==> src/rtl/fft_pkg.sv <==
// rtl/fft_pkg.sv - shared FFT sequencer types and control-bit positions
package fft_pkg;

    typedef enum logic [1:0] {
        FFT_SEQ_IDLE  = 2'd0,
        FFT_SEQ_ISSUE = 2'd1,
        FFT_SEQ_DRAIN = 2'd2
    } fft_seq_state_t;

    // Bit positions inside ictrl/octrl, shared with the butterfly and writeback stage
    localparam int FFT_CTRL_FIRST = 0;
    localparam int FFT_CTRL_LAST  = 1;

endpackage

==> src/rtl/fft_delay_line.sv <==
// rtl/fft_delay_line.sv - async-reset shift register aligning issue info to read data
module fft_delay_line #(
    parameter int WIDTH = 1,
    parameter int DEPTH = 1
) (
    input  logic             clk,
    input  logic             reset,
    input  logic [WIDTH-1:0] data_i,
    output logic [WIDTH-1:0] data_o
);

    logic [WIDTH-1:0] pipe_q [DEPTH];

    always_ff @(posedge clk or posedge reset) begin
        if (reset) begin
            for (int i = 0; i < DEPTH; i++) begin
                pipe_q[i] <= '0;
            end
        end else begin
            pipe_q[0] <= data_i;
            for (int i = 1; i < DEPTH; i++) begin
                pipe_q[i] <= pipe_q[i-1];
            end
        end
    end

    assign data_o = pipe_q[DEPTH-1];

endmodule

==> src/rtl/fft_stage_sequencer.sv <==
// rtl/fft_stage_sequencer.sv - issues the N/2 butterflies of one DIF stage and reports completion
module fft_stage_sequencer
    import fft_pkg::*;
#(
    parameter int  FFT_N     = 10,
    parameter int  FFT_STAGE = 0,
    parameter int  RD_LAT    = 1,
    localparam int KW        = (FFT_N > 1) ? FFT_N - 1 : 1
) (
    input  logic             clk,
    input  logic             reset,
    input  logic             start,
    input  logic             hold,
    output logic             busy,
    output logic             done,
    output logic             rd_en,
    output logic [FFT_N-1:0] rd_addr_a,
    output logic [FFT_N-1:0] rd_addr_b,
    output logic [KW-1:0]    tw_addr,
    output logic             bf_iact,
    output logic [1:0]       bf_ictrl,
    output logic [KW-1:0]    bf_addr,
    input  logic             bf_oact,
    input  logic [1:0]       bf_octrl
);

    localparam int               P        = FFT_N - 1 - FFT_STAGE;
    localparam int               HALF     = 1 << (FFT_N - 1);
    localparam logic [FFT_N-1:0] SPAN     = FFT_N'(1 << P);
    localparam logic [FFT_N-1:0] LOW_MASK = SPAN - FFT_N'(1);
    localparam int               DW       = 1 + 2 + KW;

    fft_seq_state_t   state_q, state_d;
    logic [KW-1:0]    k_q, k_d;
    logic             busy_q, done_q, done_d, rd_en_q;
    logic [FFT_N-1:0] addr_a_q, addr_b_q;
    logic [KW-1:0]    tw_q, kout_q;
    logic [1:0]       ctrl_q;

    logic             issue, last_k;
    logic [FFT_N-1:0] k_ext, addr_a_d, addr_b_d;
    logic [KW-1:0]    tw_d;
    logic [1:0]       ctrl_d;
    logic             octrl_unused;

    assign octrl_unused = bf_octrl[FFT_CTRL_FIRST];

    // Start issues k=0 on the same edge it is sampled, so the first read lands one cycle later
    assign issue  = ((state_q == FFT_SEQ_IDLE) && start) || ((state_q == FFT_SEQ_ISSUE) && !hold);
    assign last_k = (k_q == KW'(HALF - 1));

    // Insert a zero at bit P to get the A operand; B is its partner one span above
    assign k_ext    = FFT_N'(k_q);
    assign addr_a_d = ((k_ext >> P) << (P + 1)) | (k_ext & LOW_MASK);
    assign addr_b_d = addr_a_d + SPAN;
    assign tw_d     = KW'((k_ext & LOW_MASK) << FFT_STAGE);

    always_comb begin
        ctrl_d                 = '0;
        ctrl_d[FFT_CTRL_FIRST] = (k_q == '0);
        ctrl_d[FFT_CTRL_LAST]  = last_k;
    end

    always_comb begin
        state_d = state_q;
        k_d     = k_q;
        done_d  = 1'b0;
        case (state_q)
            FFT_SEQ_IDLE, FFT_SEQ_ISSUE: begin
                if (issue) begin
                    k_d     = last_k ? '0 : k_q + 1'b1;
                    state_d = last_k ? FFT_SEQ_DRAIN : FFT_SEQ_ISSUE;
                end
            end
            FFT_SEQ_DRAIN: begin
                if (bf_oact && bf_octrl[FFT_CTRL_LAST]) begin
                    state_d = FFT_SEQ_IDLE;
                    done_d  = 1'b1;
                end
            end
            default: state_d = FFT_SEQ_IDLE;
        endcase
    end

    always_ff @(posedge clk or posedge reset) begin
        if (reset) begin
            state_q  <= FFT_SEQ_IDLE;
            k_q      <= '0;
            busy_q   <= 1'b0;
            done_q   <= 1'b0;
            rd_en_q  <= 1'b0;
            addr_a_q <= '0;
            addr_b_q <= '0;
            tw_q     <= '0;
            kout_q   <= '0;
            ctrl_q   <= '0;
        end else begin
            state_q <= state_d;
            k_q     <= k_d;
            busy_q  <= (state_d != FFT_SEQ_IDLE);
            done_q  <= done_d;
            rd_en_q <= issue;
            ctrl_q  <= issue ? ctrl_d : 2'b00;
            if (issue) begin
                addr_a_q <= addr_a_d;
                addr_b_q <= addr_b_d;
                tw_q     <= tw_d;
                kout_q   <= k_q;
            end
        end
    end

    fft_delay_line #(
        .WIDTH (DW),
        .DEPTH (RD_LAT)
    ) u_align (
        .clk    (clk),
        .reset  (reset),
        .data_i ({rd_en_q, ctrl_q, kout_q}),
        .data_o ({bf_iact, bf_ictrl, bf_addr})
    );

    assign busy      = busy_q;
    assign done      = done_q;
    assign rd_en     = rd_en_q;
    assign rd_addr_a = addr_a_q;
    assign rd_addr_b = addr_b_q;
    assign tw_addr   = tw_q;

endmodule

==> config.mk <==
export PLATFORM = sky130hd
export DESIGN_NAME = fft_stage_sequencer
export DESIGN_NICKNAME = d
export VERILOG_FILES = /design/src/rtl/fft_pkg.sv /design/src/rtl/fft_delay_line.sv /design/src/rtl/fft_stage_sequencer.sv
export SDC_FILE = /design/constraint.sdc
export NUM_CORES = 1
export LEC_CHECK = 0
export ABC_CLOCK_PERIOD_IN_PS = 2400
export CORE_MARGIN = 5
export CORE_UTILIZATION = 36
export DETAILED_ROUTE_END_ITERATION = 12
export GPL_ROUTABILITY_DRIVEN = 1
export GPL_TIMING_DRIVEN = 0
export PLACE_DENSITY = 0.64
export SLEW_MARGIN = 30
export SYNTH_ARGS = -nofsm -noshare
export SYNTH_HDL_FRONTEND = slang
export SYNTH_SLANG_ARGS = --single-unit
export TNS_END_PERCENT = 20
==> constraint.sdc <==
create_clock -name clk -period 2.4 [get_ports clk]
set_clock_uncertainty 0.1 [all_clocks]
set_input_delay 0.6 -clock clk [delete_from_list [all_inputs] [get_ports clk]]
set_output_delay 0.6 -clock clk [all_outputs]
set_load 0.01 [all_outputs]
==> reports/results.tsv, run 1 <==
metric	value	unit
ys.flop_type	dfrtp_1	
synth_edf_count	0	
hold_path_class	reg2reg	
power_density	897	nW/um^2
core.rowCount	24	
grt_pass1_vias	1223	
yosysSeqAreaShare	60.4	%
required	2.52	ns
rsz0062_at_grt	no	
period_needed	2.21	ns
vdd_ir_drop_max	347	uV
clkPwrFrac	21.9	%
cts_root_buffer	clkbuf_8	
grt_first_pass_wirelength	5580	microns
intPower	1.42	mW
start_util	36.7	%
clk_latency	0.29	ns
syn_inst	150	
htreeDepth	2	
fillCellCount	393	
post_drt_wl_per_cell	12.7	microns
grt_max_degree	30	
synth_nets	161	
regArea	951	sq um
busiest_layer	met2	
setup-violations-final	0	
critPathArrivalTime	2.33	ns
io_buffers	48	
place_area	2140	sq um
total_power	2.01	mW
overflow	0	
layout-drive-gt1-share	16.3	%
fin_nets	218	
grtUsageMet3	4.26	%
netSwitchingPower	0.591	mW
cp-end-kind	flop	
diodes	0	
maxCapViolations	0	
yosys_warnings	0	
wl	3300	microns
cts_tree	done	
r2r_slack	0.19	ns
rr_endpoint	k_q[3]	
die_height	76.2	microns
hold-path-cell-count	0	
setup_tns	0	ns
antenna_found_initial	0	
viasPerCell	4.63	
antenna_left	0	
multiInputGateArea	444	sq um
ctsHoldBuffers	0	
hp-start	ctrl_q[0]	
cts_buffers	5	
finalHoldWorstSlack	0.253	ns
drtIter0Drc	73	
dr.pass1.iters	4	
area_growth	42.3	%
finalHoldViolCount	0	
synth_area_per_cell	10.5	sq um
grt_usage	11.8	%
status	completed	
swShare	29.4	%
cts_sinks	38	
core-area	4290	sq um
die_area	5800	sq um
pwr-share-seq	43.6	%
ys_ff_latch	38	
die_w	76.2	microns
cts.clk_slew.worst_paths	0.07	ns
io_pins	51	
stdcell_area	2240	sq um
gr-usage-met2	19.3	%
synth.distinct_cells	29	
hold-path-endpoint	u_align.data_o[9]	
cp_max_fo	6	
synth_area	1580	sq um
reg2reg_from	k_q[0]	
met1_usage	12.8	%
finalMaxSlewViolations	0	
async_flop_share	100	%
reg2reg_depth	8	
vias	1203	
clockBufferDepth	2	
fmaxAchievable	0.453	GHz
start_kind	flop	
finalWeightedCongestion	0.809	
crit_type	reg2reg	
power_frac_comb	34.5	%
drc	0	
setup_slack	0.194	ns
p_leak	1.05	nW
finalCritPeriodShare	91.9	%
hpwl	2400	microns
place_ws	0.0988	ns
==> cells by family (layout without fill, tap and decap cells) <==
logic type | count (synthesis) | count (layout) | share of synthesized area [%]
AND/OR/NAND/NOR | 58 | 58 | 17.5
flip-flops | 38 | 38 | 60.4
AO/OA/AOI/OAI | 20 | 20 | 7.15
adder cells (fa/ha/maj) | 4 | 4 | 3.18
other | 1 | 1 | 0.238
buffers and inverters | 29 | 87 | 11.6
==> worst max-delay path: stages (launching register included) <==
cell and delay, ns:
dfrtp_1 0.42, ha_1 0.24, and3_2 0.24, nand3_1 0.11, nor2_1 0.08, ha_2 0.19
buf_4 0.15, or4_1 0.51, nand3_1 0.10
==> per-layer routing <==
layer / routed length (microns) / share of wire, %
met3: 246 / 7.5
met5: 0 / 0
met1: 1350 / 41
met4: 91 / 2.8
met2: 1610 / 49
==> sequential cells by signal (all words and copies together), names as in the netlist <==
signal and count:
state_q 2, k_q 9, busy 1, rd_en 1
u_align.data_o 12, done 1, rd_addr_b 10, ctrl_q 2
==> worst max path at each step <==
stage	startpoint	endpoint	slack, ns
floorplan	k_q[0]	busy	0.40
global placement	reset	busy	0.02
detailed placement	k_q[0]	busy	0.1
CTS	k_q[0]	busy	0.09
global route	k_q[0]	busy	0.05
finish	k_q[0]	k_q[3]	0.19
==> cells in the mapped netlist, types with 2 or more instances <==
master,count,area (sq um)
nand2b_1,5,31.3
o21ai_0,11,55.1
dfrtp_1,38,951
buf_2,2,10.0
a21oi_1,3,15.0
nor2b_1,2,12.5
nand2_1,32,120
ha_1,4,50.1
o31ai_1,2,15.0
buf_4,19,143
or4_1,2,15.0
inv_1,5,18.8
clkbuf_1,2,7.51
nand3_1,5,25.0
nor2_1,4,15.0
==> cell usage in the layout (no fill, tap or decap), types with 2 or more instances in the layout <==
cell type and n:
or4_1 2, nand3_1 5, nand2b_1 5, clkdlybuf4s50_1 48, nand2_1 32, inv_1 4
nor2_1 4, dfrtp_1 38, clkbuf_1 3, clkbuf_8 6, nor2b_1 2, inv_2 2
a21oi_1 3, o21ai_0 11, o31ai_1 2, ha_1 3, buf_2 2, buf_4 20
==> stage by stage <==
stage	util, %	std cells
global placement	49.4	250
CTS	52.0	259
global route	52.2	260
floorplan	-	150
detailed placement	49.9	251
finish	52.2	260
==> layout make-up <==
class,count,share of cell area [%]
clock buffers,7,3.85
well taps,52,2.90
plain buffers,23,7.14
multi-input cells,83,19.8
repair buffers,50,22.7
inverters,6,1.00
flip-flops and latches,38,42.4
clock inverters,1,0.223
==> what timing repair did <==
| action | CTS | global route |
|---|---|---|
| gates resized for setup | 0 | 1 |
| setup buffers | 0 | 1 |
| endpoints found under the setup margin | 0 | 1 |
==> power by group through the flow <==
stage | Clock [mW] | Sequential (mW) | Combinational (mW)
3_3_place_gp | 0 | 0.876 | 0.683
6_report | 0.441 | 0.877 | 0.693
4_1_cts | 0.457 | 0.878 | 0.704
2_1_floorplan | 0 | 0.905 | 0.299
5_1_grt | 0.483 | 0.898 | 0.752
3_5_place_dp | 0 | 0.889 | 0.701
No activity file was read; power rests on OpenSTA's default activity.
==> inputs of run 2 (changes only) <==
--- a/config.mk
+++ b/config.mk
@@ -9,9 +9,10 @@
 export CORE_MARGIN = 5
 export CORE_UTILIZATION = 36
 export DETAILED_ROUTE_END_ITERATION = 12
-export GPL_ROUTABILITY_DRIVEN = 1
 export GPL_TIMING_DRIVEN = 0
+export HOLD_SLACK_MARGIN = 0.03
 export PLACE_DENSITY = 0.64
+export SKIP_LAST_GASP = 1
 export SLEW_MARGIN = 30
 export SYNTH_ARGS = -nofsm -noshare
 export SYNTH_HDL_FRONTEND = slang
==> results of run 2 <==
Final layout, timing and power as in run 1 (identical DEF).
